[config.mk]
export PLATFORM = sky130hd
export DESIGN_NAME = buffer_reader_flat
export DESIGN_NICKNAME = d
export VERILOG_FILES = /design/src/rtl/buffer_reader_if.sv /design/src/rtl/buffer_reader.sv /design/src/flat_wrapper.sv
export SDC_FILE = /design/constraint.sdc
export NUM_CORES = 1
export LEC_CHECK = 0
export BUFFER_PORTS_ARGS = -buffer_cell sky130_fd_sc_hd__buf_2
export CELL_PAD_IN_SITES_DETAIL_PLACEMENT = 0
export CELL_PAD_IN_SITES_GLOBAL_PLACEMENT = 2
export CORE_AREA = 2 2 75 84
export DETAILED_ROUTE_END_ITERATION = 10
export DIE_AREA = 0 0 77 86
export GPL_TIMING_DRIVEN = 0
export PLACE_DENSITY = 0.82
export SLEW_MARGIN = 20
export SYNTH_ARGS = -nofsm -noshare
export SYNTH_HDL_FRONTEND = slang
export SYNTH_SLANG_ARGS = --single-unit
[constraint.sdc]
create_clock -name i_clk_24 -period 1.6 [get_ports i_clk_24]
set_input_delay 0.08 -clock i_clk_24 [delete_from_list [all_inputs] [get_ports i_clk_24]]
set_output_delay 0.08 -clock i_clk_24 [all_outputs]
set_load 0.1 [all_outputs]
[src/rtl/buffer_reader_if.sv]
// Buffer/consumer bundle for buffer_reader: write pointer, stall strobe,
// read data/address towards the UART buffer and the character handshake
// towards the Morse encoder. The master modport is the reader's view.
interface buffer_reader_if;
    logic [10:0] i_wr_addr;
    logic        i_wr_busy;
    logic [6:0]  i_rd_data;
    logic        i_ready;
    logic [10:0] o_rd_addr;
    logic [6:0]  o_char;
    logic        o_valid;
    logic        o_empty;
    logic [10:0] o_count;

    modport master (
        input  i_wr_addr, i_wr_busy, i_rd_data, i_ready,
        output o_rd_addr, o_char, o_valid, o_empty, o_count
    );

    modport slave (
        output i_wr_addr, i_wr_busy, i_rd_data, i_ready,
        input  o_rd_addr, o_char, o_valid, o_empty, o_count
    );
endinterface

[src/rtl/buffer_reader.sv]
// buffer_reader: drains a 2048-entry character buffer one entry at a time
// and hands each character to a consumer with a valid/ready handshake.
// Optional macro BUFFER_READER_FILTER_EN: control codes (< 0x20 or 0x7F)
// are skipped instead of being presented.
module buffer_reader #(
    parameter int RD_LATENCY = 3
) (
    input  logic           i_clk_24,
    input  logic           i_rst_n,
    buffer_reader_if.master bus
);

    localparam int CW = $clog2(RD_LATENCY + 1);
    localparam logic [CW-1:0] LAST_CNT = CW'(RD_LATENCY - 1);

    typedef enum logic [1:0] {IDLE, FETCH, PRESENT} state_t;

    state_t        state;
    state_t        state_next;
    logic [10:0]   rd_ptr;
    logic [CW-1:0] lat_cnt;
    logic [6:0]    char_q;
    logic          fetch_done;
    logic          drop;
    logic          accept;
    logic          is_ctrl;

    // Control strobes: the fetch completes on the RD_LATENCY-th clean
    // FETCH cycle, so accepted characters are RD_LATENCY + 2 cycles apart.
    always_comb begin
        fetch_done = (state == FETCH) && !bus.i_wr_busy && (lat_cnt == LAST_CNT);
        is_ctrl    = (bus.i_rd_data < 7'h20) || (bus.i_rd_data == 7'h7F);
`ifdef BUFFER_READER_FILTER_EN
        drop       = fetch_done && is_ctrl;
`else
        drop       = 1'b0;
`endif
        accept     = (state == PRESENT) && bus.i_ready;
    end

    // State register.
    always_ff @(posedge i_clk_24 or negedge i_rst_n) begin
        if (!i_rst_n) begin
            state <= IDLE;
        end else begin
            state <= state_next;
        end
    end

    // Next-state logic.
    always_comb begin
        state_next = state;
        unique case (state)
            IDLE: begin
                if (rd_ptr != bus.i_wr_addr) begin
                    state_next = FETCH;
                end
            end
            FETCH: begin
                if (fetch_done) begin
                    state_next = drop ? IDLE : PRESENT;
                end
            end
            PRESENT: begin
                if (bus.i_ready) begin
                    state_next = IDLE;
                end
            end
            default: state_next = IDLE;
        endcase
    end

    // Datapath: latency counter, read pointer and captured character.
    always_ff @(posedge i_clk_24 or negedge i_rst_n) begin
        if (!i_rst_n) begin
            lat_cnt <= '0;
            rd_ptr  <= '0;
            char_q  <= '0;
        end else begin
            if (state != FETCH || bus.i_wr_busy) begin
                lat_cnt <= '0;
            end else if (!fetch_done) begin
                lat_cnt <= lat_cnt + CW'(1);
            end
            if (accept || drop) begin
                rd_ptr <= rd_ptr + 11'd1;
            end
            if (fetch_done && !drop) begin
                char_q <= bus.i_rd_data;
            end
        end
    end

    // Outputs: valid follows the PRESENT state, occupancy is combinational.
    always_comb begin
        bus.o_rd_addr = rd_ptr;
        bus.o_char    = char_q;
        bus.o_valid   = (state == PRESENT);
        bus.o_empty   = (rd_ptr == bus.i_wr_addr);
        bus.o_count   = bus.i_wr_addr - rd_ptr;
    end

endmodule

[src/flat_wrapper.sv]
// flat-port wrapper written by rule: the top's interface ports become plain ports
module buffer_reader_flat 
#(
    parameter int RD_LATENCY = 3
)
  (i_clk_24, i_rst_n, bus_i_wr_addr, bus_i_wr_busy, bus_i_rd_data, bus_i_ready, bus_o_rd_addr, bus_o_char, bus_o_valid, bus_o_empty, bus_o_count);
  buffer_reader_if bus_i ();
  input  logic i_clk_24;
  input  logic i_rst_n;
  input wire logic [$bits(bus_i.i_wr_addr)-1:0] bus_i_wr_addr;
  input wire logic [$bits(bus_i.i_wr_busy)-1:0] bus_i_wr_busy;
  input wire logic [$bits(bus_i.i_rd_data)-1:0] bus_i_rd_data;
  input wire logic [$bits(bus_i.i_ready)-1:0] bus_i_ready;
  output wire logic [$bits(bus_i.o_rd_addr)-1:0] bus_o_rd_addr;
  output wire logic [$bits(bus_i.o_char)-1:0] bus_o_char;
  output wire logic [$bits(bus_i.o_valid)-1:0] bus_o_valid;
  output wire logic [$bits(bus_i.o_empty)-1:0] bus_o_empty;
  output wire logic [$bits(bus_i.o_count)-1:0] bus_o_count;
  assign bus_i.i_wr_addr = bus_i_wr_addr;
  assign bus_i.i_wr_busy = bus_i_wr_busy;
  assign bus_i.i_rd_data = bus_i_rd_data;
  assign bus_i.i_ready = bus_i_ready;
  assign bus_o_rd_addr = bus_i.o_rd_addr;
  assign bus_o_char = bus_i.o_char;
  assign bus_o_valid = bus_i.o_valid;
  assign bus_o_empty = bus_i.o_empty;
  assign bus_o_count = bus_i.o_count;
  buffer_reader #(.RD_LATENCY(RD_LATENCY)) u_core (.i_clk_24(i_clk_24), .i_rst_n(i_rst_n), .bus(bus_i));
endmodule
==> impl_results.md <==
* Detail Route Antenna Nets at 0
* Power, Total at between 3 and 4 mW
* DR vias/cell at 4.41
* Post-synth EDFFs at 0
* Slew at the pin closest to its max-slew limit at between 0.6 and 0.7 ns
* Synth area leader: dfrtp_1
* Pins Over Slew Limit at 0
* Syn Nets at around 180
* Post-synthesis async set-or-reset flop share at 1.00
* DR top layer: met4
* WL/cell at between 10 and 15 um
* Crit-path max FO at 3
* Initial antenna violation count at 0
* Worst Path Class, Setup: reg -> out
* TritonCTS clock tree: done
* Vias at 1319
* Count of cell types in the netlist at 32
* Detailed Route WL at 3640 um
* Max cap viols at 0
* Rel. slew slack at 0.596
* Gr usage total at 0.113
* Hold_sp: bus_i_rd_data[2]
* RSZ-0062 raised after global routing: true
* GRT overflow at 0
* Final min period at 2.36 ns
* Most used DFF post-synth: dfrtp_1
* Final Cell Area at roughly 0.0026 sq mm
* Post-DP Area at roughly 0.0021 sq mm
* Worst R2R Start: u_core.bus.o_rd_addr[2]
* CTS buffer count at 3
* First-pass GRT wire length at 6110 um
* Detail Placement HPWL at between 2000 and 3000 um
* Most instantiated library cell after synthesis: dfrtp_1
* FF+latch count, synth at 22
* Worst path arrival time at ~2.3 ns
* CP Cell Sequence: ha_4 -> inv_2 -> fa_2 -> a211oi_2 -> nor2_2 -> o21bai_2 -> a21oi_4 -> xnor2_4 -> buf_12
* Layout area overhead at 76.9%
* Pre-CTS setup slack at -0.887 ns
* Final Hold Fails at 0
* CP startpoint: u_core.bus.o_rd_addr[0]
* Share of layout cells above drive strength 1 at 0.658
* Antenna cells at 0
* Iteration-0 DRC Markers at 36
* Clock root cell: clkbuf_8
* CTS Buffer Depth at 2
* PD cells at between 1000 and 1500 mW/mm^2
* DR WL met3 at roughly 170 um
* Post-Syn Area at ~0.0015 sq mm
* Metal2 WL at between 1500 and 2000 um
* Hold Path Class: in -> reg
* Die H at ~86 um
* Pin count of the biggest net entering global routing at 23
* IO Count at 53
* Placer's final routability congestion estimate at around 0.75
* H-tree depth at 1
* CP Launch Type: flop
* Initial core utilization at 0.254
* Fmax at between 400 and 500 MHz
* Routed length on met1 at 1530 um
* Post-synth top cells: dfrtp_1 (22), nor2_1 (18), inv_1 (16)
* Area share of the largest cell type after synthesis at 0.378
* Post-route setup slack at -0.760 ns
* Static Leak at 1.11 nW
* CP required at around 1.5 ns
* Clock insertion delay at the later pin of the skew report at approximately 0.26 ns
* Fin crit share at 1.47
* Die footprint at around 0.0066 sq mm
* I/O Buffers at 52
* Drt drc at 0
* CP Capture Type: output port
* Synth area leaders: dfrtp_1 (38%), ha_1 (10%), xnor2_1 (7.8%)
* Max stage delay on crit path at about 0.43 ns
* Status: finished, violations left
* Vias in the first global route at 1326
* Clk_skew at between 0.003 and 0.004 ns
* Yosys warnings at 0
* Pre-antenna DRT Iters at 4
* CP bufs+invs at 2
* Post-Syn Instances at approximately 150
* Failing checks: setup timing
* Kind of cell adding the most delay to the critical path: adder cells
* Endpoints failing setup at 12
* Slowest cell on the critical path: dfrtp_4
* Max VDD drop at between 0.001 and 0.0015 V
* Core region area at approximately 0.0057 sq mm
* Clock sinks at 22
* Die width at 77 um
* Average instance area after synthesis at approximately 9.8 sq um
* Clk slew on worst S/H paths at approximately 0.080 ns
* # nets final at ~260
* Row Count at 29
* Sequential share of the synthesized area at 0.378
* Fin util at 0.450
* Setup tns final at -5.54 ns
## metrics by stage
| stage | instances | hold WS [ns] |
|---|---|---|
| 6_report | 299 | 0.0458 |
| 5_1_grt | 299 | 0.0381 |
| 4_1_cts | 293 | 0.0389 |
| 3_5_place_dp | 277 | 0.0784 |
| 3_3_place_gp | 277 | 0.0805 |
| 2_1_floorplan | 148 | -0.216 |
## per-layer routing
metal,track usage,up-vias
met4,0.0406,0
li1,-,670
met3,0.0211,2
met5,0,-
met1,0.141,617
met2,0.197,30
## timing repair
item | 4_1_cts | 5_1_grt
hold buffers | 1 | 0
gates resized for setup | 49 | 19
endpoints found under the hold margin | 22 | 0
buffers inserted | 11 | 7
pin swaps | 17 | 12
endpoints found under the setup margin | 11 | 20
## area by class of cell
cell class                 instances  area, sq um
multi-input combinational        108         1220
timing repair buffer              70          532
fill                             588         3150
inverter                          17         81.3
clock buffer                       4         55.1
buffer                             1         7.51
tap                               77         96.3
sequential                        22          589
## cell usage in the layout, fill, tap and decap left out, drive strengths merged, types with 2 or more instances in the layout
master,Yosys,routed
a211oi,3,3
a21oi,5,5
and3,3,3
and4,2,2
buf,1,69
clkbuf,0,5
dfrtp,22,22
ha,12,12
inv,16,16
mux2,8,8
nand2,6,6
nand3,2,2
nand4,5,5
nor2,18,18
nor2b,2,2
nor3,5,5
nor4,3,3
o21ai,6,6
o21bai,2,2
xnor2,13,13
xor2,6,6
## where the power goes
group | leakage (nW) | total, mW | internal (mW) | switching, mW
clock network | 0.0288 | 0.396 | 0.219 | 0.177
logic | 0.827 | 1.91 | 0.528 | 1.38
registers | 0.257 | 0.769 | 0.694 | 0.0759
total | 1.11 | 3.08 | 1.44 | 1.64
## registers in the layout (all words and copies together), names as in the netlist
register and count:
u_core.bus.o_char 7, u_core.state 2, u_core.bus.o_rd_addr 11, u_core.lat_cnt 2
## cells by family after synthesis
group	count (synthesis)	share of synthesized area
simple gates	48	0.191
flops	22	0.378
mux	8	0.0618
fa+ha+maj	13	0.117
buf+inv	18	0.0481
xor+xnor	19	0.114
compound gates	20	0.0910
## final timing paths
| path | end | slack [ns] | cells past startpoint |
|---|---|---|---|
| min in group asynchronous | u_core.bus.o_rd_addr[9] | 0.31 | 2 |
| setup reg to reg | u_core.state[0] | -0.02 | 5 |
| hold reg to reg | u_core.bus.o_rd_addr[10] | 0.49 | 1 |
| max in group asynchronous | u_core.bus.o_rd_addr[3] | 0.91 | 2 |
| setup / recovery | bus_o_count[10] | -0.76 | 9 |
| hold / removal | u_core.bus.o_char[2] | 0.05 | 2 |
(Power assumes the default switching activity.)
